$ cat config.mk
export PLATFORM = sky130hd
export DESIGN_NAME = seq_divider_flat
export DESIGN_NICKNAME = d
export VERILOG_FILES = /design/src/rtl/seq_divider_if.sv /design/src/rtl/seq_divider.sv /design/src/flat_wrapper.sv
export SDC_FILE = /design/constraint.sdc
export NUM_CORES = 1
export LEC_CHECK = 0
export BUFFER_PORTS_ARGS = -buffer_cell sky130_fd_sc_hd__buf_2
export CAP_MARGIN = 20
export CORE_MARGIN = 4
export CORE_UTILIZATION = 59
export CTS_CLUSTER_SIZE = 12
export DETAILED_ROUTE_END_ITERATION = 6
export PLACE_DENSITY = 0.84
export SETUP_SLACK_MARGIN = 0.2
export SYNTH_ARGS = -nofsm -noshare
export SYNTH_HDL_FRONTEND = slang
export SYNTH_SLANG_ARGS = --single-unit
$ cat constraint.sdc
create_clock -name clk -period 2.4 [get_ports clk]
set_input_delay 0 -clock clk [delete_from_list [all_inputs] [get_ports clk]]
set_output_delay 0 -clock clk [all_outputs]
set_load 0.02 [all_outputs]
$ cat src/rtl/seq_divider_if.sv
// Start/done handshake bundle between the key-entry controller and the sequential divider.
// The master issues operands with start; the slave returns busy, done and the held results.
interface seq_divider_if #(
    parameter int DW = 8,
    parameter int VW = 4
);
    logic          start;
    logic [DW-1:0] dividend;
    logic [VW-1:0] divisor;
    logic          busy;
    logic          done;
    logic [DW-1:0] quotient;
    logic [VW-1:0] remainder;
    logic          dbz;

    modport master (
        output start, dividend, divisor,
        input  busy, done, quotient, remainder, dbz
    );

    modport slave (
        input  start, dividend, divisor,
        output busy, done, quotient, remainder, dbz
    );
endinterface

$ cat src/rtl/seq_divider.sv
// Restoring divider, one quotient bit per clock: done DW cycles after start (1 cycle on divide-by-zero).
// Start is only taken in IDLE; requests while busy are dropped, results hold until the next completion.
module seq_divider #(
    parameter int DW = 8,
    parameter int VW = 4
) (
    input  logic           clk,
    input  logic           rst_n,
    seq_divider_if.slave   io
);
    localparam int            CW   = (DW > 1) ? $clog2(DW) : 1;
    localparam logic [CW-1:0] LAST = CW'(DW - 1);

    typedef enum logic [1:0] {IDLE, CALC, DONE} state_t;

    state_t        state, state_nxt;

    // working registers; the shift register trades dividend bits for quotient bits
    logic [DW-1:0] shreg;
    logic [VW-1:0] dvs;
    logic [VW-1:0] rem_w;
    logic [CW-1:0] cnt;
    logic          zdiv;

    logic [DW-1:0] q_out;
    logic [VW-1:0] r_out;
    logic          dbz_out;

    logic [VW:0]   trial;
    logic [VW-1:0] diff;
    logic          fit;
    logic [VW-1:0] rem_nxt;
    logic [DW-1:0] shreg_nxt;
    logic          accept;
    logic          last;

    always_comb begin
        trial     = {rem_w, shreg[DW-1]};
        fit       = (trial >= {1'b0, dvs});
        // when fit holds the difference is below dvs, so VW bits suffice
        diff      = trial[VW-1:0] - dvs;
        rem_nxt   = fit ? diff : trial[VW-1:0];
        shreg_nxt = {shreg[DW-2:0], fit};
    end

    assign accept = (state == IDLE) && io.start;
    assign last   = (state == CALC) && (zdiv || (cnt == LAST));

    always_ff @(posedge clk or negedge rst_n) begin
        if (!rst_n) begin
            state <= IDLE;
        end else begin
            state <= state_nxt;
        end
    end

    always_comb begin
        state_nxt = state;
        case (state)
            IDLE:    if (io.start) state_nxt = CALC;
            CALC:    if (last)     state_nxt = DONE;
            DONE:    state_nxt = IDLE;
            default: state_nxt = IDLE;
        endcase
    end

    always_ff @(posedge clk or negedge rst_n) begin
        if (!rst_n) begin
            shreg <= '0;
            dvs   <= '0;
            rem_w <= '0;
            cnt   <= '0;
            zdiv  <= 1'b0;
        end else if (accept) begin
            shreg <= io.dividend;
            dvs   <= io.divisor;
            rem_w <= '0;
            cnt   <= '0;
            zdiv  <= (io.divisor == '0);
        end else if (state == CALC) begin
            shreg <= shreg_nxt;
            rem_w <= rem_nxt;
            cnt   <= cnt + CW'(1);
        end
    end

    // result registers change only on completion so the previous answer stays readable
    always_ff @(posedge clk or negedge rst_n) begin
        if (!rst_n) begin
            q_out   <= '0;
            r_out   <= '0;
            dbz_out <= 1'b0;
        end else if (last) begin
            if (zdiv) begin
                q_out   <= '1;
                r_out   <= '0;
                dbz_out <= 1'b1;
            end else begin
                q_out   <= shreg_nxt;
                r_out   <= rem_nxt;
                dbz_out <= 1'b0;
            end
        end
    end

    assign io.busy      = (state != IDLE);
    assign io.done      = (state == DONE);
    assign io.quotient  = q_out;
    assign io.remainder = r_out;
    assign io.dbz       = dbz_out;
endmodule

$ cat src/flat_wrapper.sv
// flat-port wrapper written by rule: the top's interface ports become plain ports
module seq_divider_flat 
#(
    parameter int DW = 8,
    parameter int VW = 4
)
  (clk, rst_n, io_start, io_dividend, io_divisor, io_busy, io_done, io_quotient, io_remainder, io_dbz);
  seq_divider_if #(.DW(DW), .VW(VW)) io_i ();
  input  logic clk;
  input  logic rst_n;
  input wire logic [$bits(io_i.start)-1:0] io_start;
  input wire logic [$bits(io_i.dividend)-1:0] io_dividend;
  input wire logic [$bits(io_i.divisor)-1:0] io_divisor;
  output wire logic [$bits(io_i.busy)-1:0] io_busy;
  output wire logic [$bits(io_i.done)-1:0] io_done;
  output wire logic [$bits(io_i.quotient)-1:0] io_quotient;
  output wire logic [$bits(io_i.remainder)-1:0] io_remainder;
  output wire logic [$bits(io_i.dbz)-1:0] io_dbz;
  assign io_i.start = io_start;
  assign io_i.dividend = io_dividend;
  assign io_i.divisor = io_divisor;
  assign io_busy = io_i.busy;
  assign io_done = io_i.done;
  assign io_quotient = io_i.quotient;
  assign io_remainder = io_i.remainder;
  assign io_dbz = io_i.dbz;
  seq_divider #(.DW(DW), .VW(VW)) u_core (.clk(clk), .rst_n(rst_n), .io(io_i));
endmodule
# Word-level counts from Yosys, hierarchy flattened
# Index checks and enable logic that the tools add are counted.
totals:
  word_cells: 38
  input_bits: 15
  ramBits: 0
  latch_bits: 0
  memories: 0
  romBits: 0
  ff_bits: 35
  out_inout_bits: 15
op_classes:
  n_shift: 0
  add_sub_neg: 2
  n_mux: 13
  n_lt_le_gt_ge: 1
  n_reduce_logical: 8
  n_eq_ne: 5
  bitwise_logic: 0
  div: 0
  multipliers: 0
ops:
  columns: ["operator", "count"]
  rows:
  - ["8-bit two-way mux", 3]
  - ["4-bit two-way mux", 4]
  - ["3-bit two-way mux", 2]
  - ["5-bit by 4-bit >= comparator with 1-bit output", 1]
  - ["4-bit zero test", 1]
  - ["2-bit two-way mux", 2]
  - ["2-bit one-hot mux with 2 select lines", 1]
  - ["2-bit nonzero test", 2]
  - ["4-bit subtractor", 1]
  - ["3-bit by 1-bit adder with 3-bit output (second input constant)", 1]
  - ["3-bit == test (second input constant)", 1]
  - ["2-bit by 1-bit == test with 1-bit output (second input constant)", 1]
  - ["2-bit == test (second input constant)", 1]
  - ["1-bit logical AND", 2]
  - ["2-bit zero test", 1]
  - ["2-bit by 1-bit != test with 1-bit output (second input constant)", 1]
  - ["2-bit != test (second input constant)", 1]
  - ["2-bit AND reduction", 1]
  - ["1-bit logical OR", 1]
  - ["1-bit two-way mux", 1]

# Logic depth before layout (Yosys ltp)
# Gate-level depths: netlist of the first run.
depth:
  ltp_word: 5
  depth_mapped: 7
  depth_no_buf: 7

# Least setup slack after synthesis of the first run
# OpenSTA, ideal clock, no wires.
synth_path:
  kind: "register -> register"
  from: "register u_core.rem_w[0]"
  to: "register u_core.r_out[3], in the netlist u_core.io.remainder[3]"
  arrival_ns: 1.422
  path_stages_with_launch: 6
  setup_slack_ns: 0.882
  period_less_slack_ns: 1.518
  setup_time_ns: 0.095
  path_buffers: 0
  required_time_ns: 2.305
  cell_sequence: "dfrtp_1 > ha_1 > nand2b_1 > a21oi_1 > mux2_2 > o31ai_1"
synth_between:
  elab_chain_len: 3
  elab_cells_between_ends: 4
  classes_between: "1 x add/sub; 1 x order compare; 2 x mux"
synth_rtl:
  columns: ["element", "line", "rtl"]
  rows:
  - ["from (decl)", "seq_divider.sv:21", "logic [VW-1:0] rem_w;"]
  - ["from (signal assigned)", "seq_divider.sv:82", "rem_w <= rem_nxt;"]
  - ["4-bit subtractor / 5-bit by 4-bit >= comparator with 1-bit output (equally long branches)", "seq_divider.sv:41, seq_divider.sv:39", null]
  - ["4-bit two-way mux (*)", "seq_divider.sv:42", "rem_nxt = fit ? diff : trial[VW-1:0];"]
  - ["4-bit two-way mux (*)", "seq_divider.sv:94", "if (zdiv) begin"]
  - ["to (signal assigned)", "seq_divider.sv:100", "r_out <= rem_nxt;"]
  - ["to (decl)", "seq_divider.sv:26", "logic [VW-1:0] r_out;"]
# Every way passes the cells marked *; elsewhere a longest branch is shown, timed or not.
# A chain may end at the register's enable or synchronous reset.

# Worst setup path after layout of the first run
layout_path:
  from: "register u_core.cnt[0]"
  to: "register u_core.r_out[2], in the netlist u_core.io.remainder[2]"
layout_between:
  elab_chain_len: 3
layout_rtl:
  columns: ["element", "line", "rtl"]
  rows:
  - ["from (decl)", "seq_divider.sv:22", "logic [CW-1:0] cnt;"]
  - ["from (signal assigned)", "seq_divider.sv:83", "cnt <= cnt + CW'(1);"]
  - ["3-bit == test", "seq_divider.sv:47", "assign last = (state == CALC) && (zdiv || (cnt == LAST));"]
  - ["1-bit logical OR", "seq_divider.sv:47", null]
  - ["1-bit logical AND", "seq_divider.sv:47", null]
# No other way between the ends.

==> flow_results.org, run 1 <==
** Floorplan
- Die width :: 61.6 um
- Die height :: between 60 and 70 um
- During I/O placement, the number of pins put on the boundary was 30.
- The die covers 3790 um^2.
- The initial utilization of the core area, before any placement, comes to 0.614.
- The floorplan has 19 rows.
- In this run the standard cell core region covers roughly 2800 um^2.

** Logic synthesis
- Yosys printed 0 warnings.
- Sorting the synthesized cells by area gives the leading types as dfrtp_1 52%, nand2_1 11%, o21ai_0 4.7%, ha_1 4.4%, a22oi_1 3.1%.
- Dominant synthesized flop cell :: dfrtp_1
- Mean area per synthesized cell :: roughly 9.4 um^2
- Top cells by instance count after synthesis :: 49 x nand2_1, 35 x dfrtp_1, 16 x o21ai_0
- After synthesis, the share of flip-flops with an asynchronous set or reset is 1.00.
- Xor/xnor cell area share of the yosys netlist :: 0.00517
- Distinct cell type count after synthesis :: 32
- Synth Net Count :: roughly 200
- By area, the combinational part of the netlist is dominated by simple AND/OR/NAND/NOR gates.
- Counting flops and latches in the post-synthesis netlist gives 35.
- The synthesized netlist occupies a cell area of around 1700 um^2.
- Counting every instance in the synthesized netlist gives between 150 and 200.
- Top-count cell post-synth :: nand2_1
- Area fraction in compound gates after synthesis :: 0.165
- Count of flip-flops with a built-in enable after synthesis :: 0
- Cell taking the most area after synthesis :: dfrtp_1
- Measured against the total synthesized area, the mux share comes to 0.00665.
- Of the post-synthesis cell area, the dominant cell type holds 0.517.
- Of the synthesized area, sequential elements account for 0.517.
- Of the total synthesized cell area, the portion taken by full adders, half adders and majority gates is 0.0561.
- Of the total synthesized cell area, the portion taken by AND, OR, NAND and NOR gates is 0.203.

** Hold path
- Class of the worst hold path :: primary input to flip-flop
- Worst hold path stage count :: 3
- The worst hold path terminates at u_core.state[0].
- Startpoint of the tightest hold check path :: io_start

** Timing
- Setup total negative slack on the finished layout was measured at 0 ns.
- Setup repair after global routing left no endpoint under its margin.
- The worst path needs 1.81 ns of the cycle, external delays included.
- Part of the cycle the worst path needs :: 0.755
- Static timing analysis puts the maximum clock frequency at 552 MHz.
- The clock arrives with 0.0119 ns of skew.
- The number of failing hold endpoints at the final stage is 0.
- Worst-Margin Slew :: ~0.75 ns
- Count of pins over their slew limit :: 0
- The worst pin sits at a relative slew slack of 0.502.
- Setup-failing EPs final :: 0

** Setup path
- STA classifies the critical path startpoint as a flip-flop.
- STA classifies the critical path endpoint as a flip-flop.
- In this run the worst path has a maximum fanout of 13.
- Required arrival time at the worst endpoint :: 2.63 ns
- Data arrives at the worst endpoint at about 2 ns.
- Endpoint of the lowest-slack register-to-register path :: u_core.io.remainder[2]
- Number of cells traversed by the worst register-to-register path :: 6
- In this run the register-to-register setup slack is 0.59 ns.
- Path type of the worst setup path :: flip-flop to flip-flop
- Worst flop-to-flop path startpoint :: u_core.cnt[0]

** Drt
- Drt via density :: between 5 and 6
- WL/cell :: 15.1 um
- Via count :: roughly 1400
- The routed design has a little under 4 mm of wire.
- The detail route stage leaves a number of antenna-violating nets equal to 0.
- Drt drc :: 0
- Iteration count of the initial detailed-routing pass :: 6
- The first routing iteration left 71 violations.

** Layout
- Count of nets after finishing :: ~250
- Antenna Cells :: 0
- Once layout is complete, the utilization of the core stands at 0.743.
- In the final layout, the share of cells above drive strength 1 is 0.210.
- P&R area growth vs syn :: 20.9%

** Clock tree
- TritonCTS built the clock tree.
- Post-CTS timing repair inserted 0 buffers for setup.
- Clk pin slew, worst setup/hold paths :: ~0.10 ns
- Post-cts hold buffer count :: 13
- Buffers inserted during clock tree synthesis total 5.
- No sink is reached through more buffers than the 2 on the longest clock path.
- Clock latency on the worst-skew pair :: 0.36 ns
- Number of H-tree levels :: 2
- Once the clock tree was built, the resizer swapped 0 gates to a different size.
- The cell sitting at the root of the clock tree is a clkbuf_4.
- Number of clock sinks :: 35

** Place
- Routability cong. :: between 0.8 and 0.9
- DP Wirelength :: about 2.6 mm
- Quantity of I/O buffers inserted on ports :: 29

** Power
- The analysis attributes to cell leakage a power of ~1.0 nW.
- Total power divided by cell area :: around 1500 nW/um^2
- Across the VDD grid, the largest voltage drop is just over 0.001 V.

** Global route
- In the global route stage, overall resource usage came out at 0.246.
- The number of global-route vias before repair was 1433.
- Global route total overflow :: 0
- The initial antenna violation count was 0.
- First-pass GRT wire length :: 6.61 mm
- Largest net degree at the start of global routing :: 36

** Run
- Max-cap violations in this run came to 0.

** Run status
- Outcome :: finished, final reports clean
## worst max-delay path by stage
stage	start	to	cells after the start
2_1_floorplan	u_core.rem_w[0]	u_core.io.remainder[3]	5
3_3_place_gp	u_core.cnt[0]	u_core.io.remainder[1]	6
3_5_place_dp	u_core.cnt[0]	u_core.io.remainder[0]	6
4_1_cts	u_core.cnt[0]	u_core.io.remainder[0]	6
5_1_grt	u_core.cnt[0]	u_core.io.remainder[2]	6
6_report	u_core.cnt[0]	u_core.io.remainder[2]	6
## cell families (layout without fill, tap and decap cells)
logic type,after synthesis,in the layout
DFF,35,35
AOI/OAI and AO/OA,43,43
muxes,1,1
adders and majority gates,7,7
and+or+nand+nor,75,75
xor gates and xnor gates,1,1
buffers and inverters,18,62
## final cells by class
type | count | area, um^2
Sequential cell | 35 | 876
Multi-Input combinational cell | 127 | 738
Fill cell | 206 | 709
Timing Repair Buffer | 44 | 290
Clock buffer | 6 | 51.3
Tap cell | 31 | 38.8
Inverter | 10 | 37.5
Clock inverter | 2 | 16.3
## cell usage in the layout, fill, tap and decap left out, types with 5 or more instances in the layout
cell	Yosys	final
nand3_1	6	6
o21ai_0	16	16
dfrtp_1	35	35
a22oi_1	7	7
dlygate4sd3_1	0	13
nand2_1	49	49
nor2_1	8	8
buf_2	4	29
clkbuf_4	0	5
inv_1	9	9
o31ai_1	6	6
ha_1	6	6
## metrics by stage
stage | setup slack (ns) | cell area (um^2) | instances | hold slack [ns] | power, mW
6_report | 0.588 | 2050 | 255 | 0.0236 | 3.03
5_1_grt | 0.371 | 2050 | 255 | 0.0488 | 3.33
4_1_cts | 0.571 | 2050 | 255 | 0.00444 | 3.03
3_5_place_dp | 0.609 | 1850 | 234 | 0.106 | 2.65
3_3_place_gp | 0.704 | 1850 | 234 | 0.0957 | 2.59
2_1_floorplan | 0.882 | 1690 | 180 | -0.296 | 2.25
## layer usage
| layer | vias up | wire length [um] | track usage |
|---|---|---|---|
| li1 | 706 | - | - |
| met1 | 675 | 1600 | 0.317 |
| met2 | 52 | 1870 | 0.395 |
| met3 | 10 | 287 | 0.0692 |
| met4 | 0 | 85 | 0.0939 |
| met5 | - | 0 | 0 |
## worst max-delay path, cell delays in order (launching register included)
cell	delay (ns)
dfrtp_1	0.41
ha_1	0.21
ha_1	0.22
o21ai_2	0.43
inv_2	0.19
nand2_1	0.15
o31ai_1	0.09
## power breakdown
part	switching, mW	total (mW)	internal (mW)
registers	0.205	1.08	0.874
clock network	0.204	0.348	0.144
logic	0.992	1.61	0.615
## sequential cells by signal (all words and copies together) (netlist names)
name / count
u_core.cnt: 3
u_core.dvs: 4
u_core.io.dbz: 1
u_core.io.quotient: 8
u_core.io.remainder: 4
u_core.rem_w: 4
u_core.shreg: 8
u_core.state: 2
u_core.zdiv: 1
Power figures use the tool's default switching activity.
==> run 2: changes to the inputs <==
CORE_UTILIZATION = 49   (was 59)
PLACE_DENSITY = 0.74   (was 0.84)
clock period = 1.65 ns   (was 2.4 ns; I/O delays follow)
==> run 2 against run 1 <==
Maximum frequency increased by 12%. Core utilization is 3.9 points lower. First-iteration DRC count up 14%. Critical path depth unchanged. Largest cell class is now multi-input combinational cells.
==> flow_results.org, run 2 (synthesis gave the netlist of run 1 again) <==
** Run status
- Outcome: finished, final reports clean (unchanged).

** Setup path
- Worst path depth :: 6 (unchanged)
- Worst EP arrival :: 1.91 ns (was 2.04 ns)
- Crit-path leading delay family :: compound AO/OA/AOI/OAI gates (unchanged)
- Slowest library cell on the worst path :: dfrtp_1 (was o21ai_2)
- Series of cell instances along the critical path: ha_4 > nor4_4 > o21a_1 > buf_4 > o2111ai_2 > o211ai_1 (was ha_1 > ha_1 > o21ai_2 > inv_2 > nand2_1 > o31ai_1).
- Worst Setup Start Kind :: flip-flop (unchanged)
- Number of cells traversed by the worst register-to-register path :: 6 (unchanged)
- The buffer and inverter count on the worst path came to 1 (unchanged).
- Critical path capture point type :: flip-flop (unchanged)
- The peak fanout along the critical path came to 3 (was 13).
- The startpoint-to-endpoint class of the critical path is flip-flop to flip-flop (unchanged).
- Required arrival time at the worst endpoint :: 1.93 ns (was 2.63 ns)
- The maximum single-stage delay on the critical path came to 0.43 ns (about the same).

** Drt
- Drt drc :: 0 (unchanged)
- Iteration count of the initial detailed-routing pass :: 4 (was 6)
- The overall via count from detail_route is 1538 (was 1443).
- The total wire length came to 4.33 mm (was 3.85 mm).
- The wire length per cell after detailed routing was 15.4 um (was 15.1 um).
- The routed via count divided by cell count came to 5.45 (was 5.66).
- Number of routed nets with antenna violations :: 0 (unchanged)
- The number of DRC markers after the initial detailed-route iteration is 81 (was 71).

** Clock tree
- The number of CTS-inserted buffers is 5 (unchanged).
- Clock latency on the worst-skew pair :: 0.36 ns (about the same)
- The maximum level of the CTS H-tree was 2 (unchanged).
- Clock tree root buffer cell :: clkbuf_4 (unchanged)
- The clock edge transition at the registers on the reported setup and hold paths is 0.12 ns (was 0.10 ns).
- TritonCTS clock tree :: built (unchanged)
- Max Buffers Root-to-Sink :: 2 (unchanged)
- Number of clock sinks :: 35 (unchanged)

** Place
- Quantity of I/O buffers inserted on ports :: 29 (unchanged)
- Dpl cells :: 254 (was 234)
- The final weighted congestion of routability-driven global placement came to 0.860 (was 0.853).
- Pre-CTS worst setup slack :: -0.00983 ns (was 0.609 ns)
- Area after detailed placement :: 1920 um^2 (was 1850 um^2)
- The sum of net half-perimeters after detailed placement is 2.83 mm (was 2.59 mm).

** Layout
- Most frequent standard cell in the layout excluding fill and tap cells :: nand2_1 (unchanged)
- Antenna Cells :: 0 (unchanged)
- The multi-input combinational cell area was 907 um^2 (was 738 um^2).
- The number of non-filler instances in the completed layout was 282 (was 255).
- The signed area change from the synthesized netlist to the final layout is 38.7% (was 20.9%).
- Most frequent cells in the layout: 48 x nand2_1, 35 x dfrtp_1, 29 x buf_2, 15 x o21ai_0, 13 x dlygate4sd3_1 (was 49 x nand2_1, 35 x dfrtp_1, 29 x buf_2, 16 x o21ai_0, 13 x dlygate4sd3_1).
- Layout cell share with drive strength beyond 1 :: 0.356 (was 0.210)
- Fillers :: 241 (was 206)
- The area occupied by registers came to 876 um^2 (unchanged).
- Final instance area :: 2350 um^2 (was 2050 um^2)
- The final-stage net count was 257 (was 245).

** Floorplan
- The initial core utilization is 0.508 (was 0.614).
- Die width :: 66.8 um (was 61.6 um)
- The standard-cell row count came to 21 (was 19).
- Io pins :: 30 (unchanged)
- Area of the die :: 4460 um^2 (was 3790 um^2)
- Core ar. :: 3340 um^2 (was 2760 um^2)
- Die height :: 66.8 um (was 61.6 um)

** Global route
- Largest net degree at the start of global routing :: 36 (unchanged)
- Via count of the first global-routing pass :: 1529 (was 1433)
- Total Routing Usage GR :: 0.218 (was 0.246)
- First-pass GRT wire length :: 7.09 mm (was 6.61 mm)
- The overall overflow remaining after global route came to 0 (unchanged).
- The initial antenna violation count came to 0 (unchanged).

** Timing
- The worst path setup slack after routing was 0.0265 ns (was 0.588 ns).
- Setup repair after global routing missed its margin :: yes (was no)
- Fin. Hold Viols :: 0 (unchanged)
- The actual slew at the worst max-slew pin is 0.740 ns (was 0.746 ns).
- Count of pins over their slew limit :: 0 (unchanged)
- The post-route clock period utilization is 0.984 (was 0.755).
- Fmax :: 616 MHz (was 552 MHz)
- The number of endpoints failing setup at the final stage came to 0 (unchanged).
- The clock period minus worst slack came to 1.62 ns (was 1.81 ns).
- Slew headroom :: 0.506 (was 0.502)
- Post-Route Skew :: 0.0170 ns (was 0.0119 ns)

** Power
- The static leakage power was 1.11 nW (was 1.02 nW).
- The worst ir drop on vdd was 0.00121 V (was 0.00102 V).
- Total power divided by cell area :: 2320 nW/um^2 (was 1480 nW/um^2)

** Hold path
- The type of the worst min-delay path was primary input to flip-flop (unchanged).
- Worst hold path stage count :: 3 (unchanged)

** Run
- Maximum Capacitance Violations :: 0 (unchanged)
[run 2: tightest hold or removal path, cell delays in order]
cell and delay (ns):
buf_2 0.10, nand2_1 0.16, nand2_1 0.14
[run 2: power by group]
| group | total (mW) | internal (mW) | switching [mW] |
|---|---|---|---|
| logic | 3.24 | 1.39 | 1.85 |
| registers | 1.58 | 1.27 | 0.313 |
| clock network | 0.625 | 0.319 | 0.306 |
| total | 5.45 | 2.98 | 2.47 |
[run 2: layer usage]
layer  share of wire  global-route usage  vias up
met5               0                   0        -
met4           0.027              0.0939        0
li1                -                   -      725
met1            0.42               0.260      753
met2            0.49               0.364       48
met3           0.060              0.0607       12
[run 2: repair_timing]
item,CTS,global route
hold endpoints to repair,48,0
gates cloned,0,1
buffers inserted,3,3
gates resized for setup,21,15
setup endpoints to repair,11,13
hold buffers,13,0
pin swaps,8,5
[run 2: final cells by class]
type,count,share of cell area
clock buffer,5,0.0160
timing repair buffer,56,0.165
tap,46,0.0245
clock inverter,3,0.0186
inverter,10,0.0170
sequential,35,0.373
multi-input combinational,127,0.386
[run 2: path summary, 6_finish.rpt]
path                                          endpoint                   from  slack, ns
worst max-delay path            u_core.io.remainder[1]        u_core.rem_w[0]       0.03
worst min-delay path                   u_core.state[0]               io_start       0.09
min in group asynchronous        u_core.io.quotient[2]                  rst_n       0.22
max in group asynchronous        u_core.io.quotient[4]                  rst_n       0.94
worst max register to register  u_core.io.remainder[1]        u_core.rem_w[0]       0.03
worst min register to register   u_core.io.quotient[4]  u_core.io.quotient[4]       0.47
[run 2: per-stage QoR]
| step | power, mW | TNS, ns | hold WS [ns] | util |
|---|---|---|---|---|
| 6_report | 5.45 | 0 | 0.0939 | 0.704 |
| 5_1_grt | 5.88 | -0.129 | 0.106 | 0.704 |
| 4_1_cts | 5.19 | 0 | 0.0839 | 0.679 |
| 3_5_place_dp | 4.06 | -0.00983 | 0.109 | 0.576 |
| 3_3_place_gp | 3.93 | 0 | 0.101 | 0.576 |
| 2_1_floorplan | 3.35 | 0 | -0.296 | - |
==> run 3: changes to the inputs <==
RECOVER_POWER = 100   (was not set)
SKIP_CTS_REPAIR_TIMING = 1   (was not set)
==> run 3 against run 2 <==
The flow now finishes with violations (setup timing). Cell count did not move. Register-to-register slack lost 0.03 ns. Clock power hardly changed. Global-route usage down 2.5 points. Largest power group unchanged. Highest routed layer unchanged.
==> flow_results.org, run 3 (synthesis gave the netlist of run 1 again) <==
** Place
- The sum of net half-perimeters after detailed placement was 2.83 mm (unchanged).
- Pre-CTS worst setup slack :: -0.00983 ns (unchanged)
- Area after detailed placement :: 1920 um^2 (unchanged)
- Dpl cells :: 254 (unchanged)
- The total of buffers placed on input and output ports came to 29 (unchanged).
- Routability cong. :: 0.860 (unchanged)

** Clock tree
- TritonCTS clock tree :: built (unchanged)
- The worst-skew pair later-pin latency is 0.35 ns (was 0.36 ns).
- The number of CTS-inserted buffers came to 5 (unchanged).
- Max Buffers Root-to-Sink :: 2 (unchanged)
- The cell at the root of the clock tree is clkbuf_4 (unchanged).
- The clock edge transition at the registers on the reported setup and hold paths came to 0.11 ns (was 0.12 ns).
- The number of clock sinks was 35 (unchanged).
- Number of H-tree levels :: 2 (unchanged)

** Timing
- The actual slew at the worst max-slew pin was 0.821 ns (was 0.740 ns).
- Minimum hold slack :: 0.0884 ns (was 0.0939 ns)
- Setup repair after global routing missed its margin: yes (unchanged).
- The headroom to the max-slew limit is 0.453 (was 0.506).
- Setup-failing EPs final :: 2 (was 0)
- Count of pins over their slew limit :: 0 (unchanged)
- The sum of negative setup slack came to -0.0102 ns (was 0 ns).
- Final Worst Setup Slack :: -0.00790 ns (was 0.0265 ns)
- Final worst path period need :: 1.66 ns (was 1.62 ns)
- The clock skew after layout came to 0.0149 ns (was 0.0170 ns).
- The fmax is 603 MHz (was 616 MHz).
- Fin. Hold Viols :: 0 (unchanged)
- The post-route clock period utilization was 1.00 (was 0.984).

** Global route
- Total Routing Usage GR :: 0.192 (was 0.218)
- Largest net degree at the start of global routing :: 36 (unchanged)
- Number of antenna violations at the first check in global routing :: 0 (unchanged)
- First-pass GRT wire length :: 6.32 mm (was 7.09 mm)
- Global route total overflow :: 0 (unchanged)
- Via count of the first global-routing pass :: 1388 (was 1529)

** Floorplan
- Die height :: 66.8 um (unchanged)
- Cell row count :: 21 (unchanged)
- The initial core utilization came to 0.508 (unchanged).
- The number of top-level pins came to 30 (unchanged).
- The area enclosed by the die boundary was 4460 um^2 (unchanged).
- The die width came to 66.8 um (unchanged).
- The area of the placeable core was 3340 um^2 (unchanged).

** Drt
- Final routed wirelength across all metal layers :: 4.33 mm (about the same)
- Drt drc :: 0 (unchanged)
- Iteration count of the initial detailed-routing pass :: 4 (unchanged)
- Drt via density :: 5.46 (was 5.45)
- Number of routed nets with antenna violations :: 0 (unchanged)
- The number of DRC markers after the initial detailed-route iteration is 109 (was 81).
- Via count :: 1539 (was 1538)
- WL/cell :: 15.4 um (about the same)

** Layout
- Count of placed standard cells in the final layout, fillers left out :: 282 (unchanged)
- Count of nets after finishing :: 257 (unchanged)
- The signed area change from the synthesized netlist to the final layout came to 37.6% (was 38.7%).
- Final instance area :: 2330 um^2 (was 2350 um^2)
- Layout cell share with drive strength beyond 1 :: 0.297 (was 0.356)
- The most frequent standard cell in the layout excluding fill and tap cells is nand2_1 (unchanged).
- Most frequent cells in the layout :: 49 x nand2_1, 35 x dfrtp_1, 15 x clkbuf_1, 13 x dlygate4sd3_1, 13 x buf_2 (was 48 x nand2_1, 35 x dfrtp_1, 29 x buf_2, 15 x o21ai_0, 13 x dlygate4sd3_1)
- Util after Layout :: 0.699 (was 0.704)
- Antenna Cells :: 0 (unchanged)

** Setup path
- Worst EP arrival :: 1.92 ns (was 1.91 ns)
- Worst flop-to-flop path startpoint :: u_core.rem_w[0] (unchanged)
- The element type at the critical path end is a flip-flop (unchanged).
- The data required time at the worst endpoint is 1.91 ns (was 1.93 ns).
- Number of cells traversed by the worst register-to-register path :: 6 (unchanged)
- Reg2Reg Setup Slack :: -0.008 ns (was 0.03 ns)
- Worst Setup Start Kind :: flip-flop (unchanged)
- The startpoint-to-endpoint class of the critical path was flip-flop to flip-flop (unchanged).
- Series of cell instances along the critical path :: ha_4 > nor4_4 > buf_4 > o21ai_4 > and3_4 > o31ai_1 (was ha_4 > nor4_4 > o21a_1 > buf_4 > o2111ai_2 > o211ai_1)
- The peak fanout along the critical path is 6 (was 3).
- The maximum single-stage delay on the critical path was 0.44 ns (was 0.43 ns).
- The end of the worst register-to-register path is u_core.io.remainder[0] (was u_core.io.remainder[1]).
- Slowest library cell on the worst path :: dfrtp_1 (unchanged)

** Power
- Worst vdd rail ir drop :: 0.00107 V (was 0.00121 V)
- Fraction of power consumed by the clock network :: 0.116 (was 0.115)
- P_leak :: 1.05 nW (was 1.11 nW)
- The combinational group share of total power is 0.589 (was 0.594).
- The design internal power is 2.93 mW (was 2.98 mW).
- The share of total power in sequential cells was 0.295 (was 0.291).
- The share of total power consumed by net switching came to 0.460 (was 0.453).
- Total power :: 5.42 mW (was 5.45 mW)
- The net switching power figure is 2.49 mW (was 2.47 mW).
- The power per standard cell area is 2320 nW/um^2 (about the same).

** Run
- Maximum Capacitance Violations :: 0 (unchanged)

** Hold path
- Worst hold path stage count :: 3 (unchanged)
- The end point of the worst hold path is u_core.state[0] (unchanged).
- The startpoint of the tightest hold check path is io_start (unchanged).
- The type of the worst min-delay path was primary input to flip-flop (unchanged).

** Run status
- Outcome :: finished, violations left (was finished, final reports clean)
- Failing checks :: setup timing
[run 3: layer usage]
| metal | vias to the layer above | track usage | routed length [um] |
|---|---|---|---|
| met5 | - | 0 | 0 |
| met4 | 0 | 0.0812 | 102 |
| met3 | 13 | 0.0590 | 304 |
| met2 | 55 | 0.311 | 2120 |
| met1 | 743 | 0.236 | 1810 |
| li1 | 728 | - | - |
[run 3: area by class of cell]
class | count | area, um^2
fillers | 250 | 1010
multi-input cells | 127 | 903
flip-flops and latches | 35 | 876
repair buffers | 55 | 365
well taps | 46 | 57.6
clock inverters | 3 | 43.8
inverters | 10 | 40.0
clock buffers | 5 | 37.5
repair inverters | 1 | 7.51
[run 3: power by group through the flow]
| stage | Combinational, mW | Sequential [mW] | Clock [mW] |
|---|---|---|---|
| 5_1_grt | 3.50 | 1.65 | 0.684 |
| 4_1_cts | 2.50 | 1.54 | 0.636 |
| 3_5_place_dp | 2.50 | 1.56 | 0 |
| 2_1_floorplan | 1.66 | 1.68 | 0 |
| 6_report | 3.19 | 1.60 | 0.628 |
| 3_3_place_gp | 2.40 | 1.53 | 0 |
[run 3: worst max-delay path by stage]
| stage | from | endpoint | slack, ns | cells after the start |
|---|---|---|---|---|
| finish | u_core.rem_w[0] | u_core.io.remainder[0] | -0.008 | 6 |
| global route | u_core.rem_w[0] | u_core.io.remainder[2] | -0.07 | 5 |
| CTS | u_core.dvs[2] | u_core.io.remainder[3] | -0.03 | 6 |
| detailed placement | u_core.rem_w[1] | u_core.rem_w[0] | -0.01 | 5 |
| global placement | u_core.dvs[2] | u_core.rem_w[3] | 0.09 | 6 |
| floorplan | u_core.rem_w[0] | u_core.io.remainder[3] | 0.16 | 5 |
[run 3: critical path, delay by kind of cell, from the launching register on]
kind	cells	cell delay (ns)
flops	1	0.44
simple gates	2	0.50
fa+ha+maj	1	0.19
compound gates	2	0.26
buf+inv	1	0.17
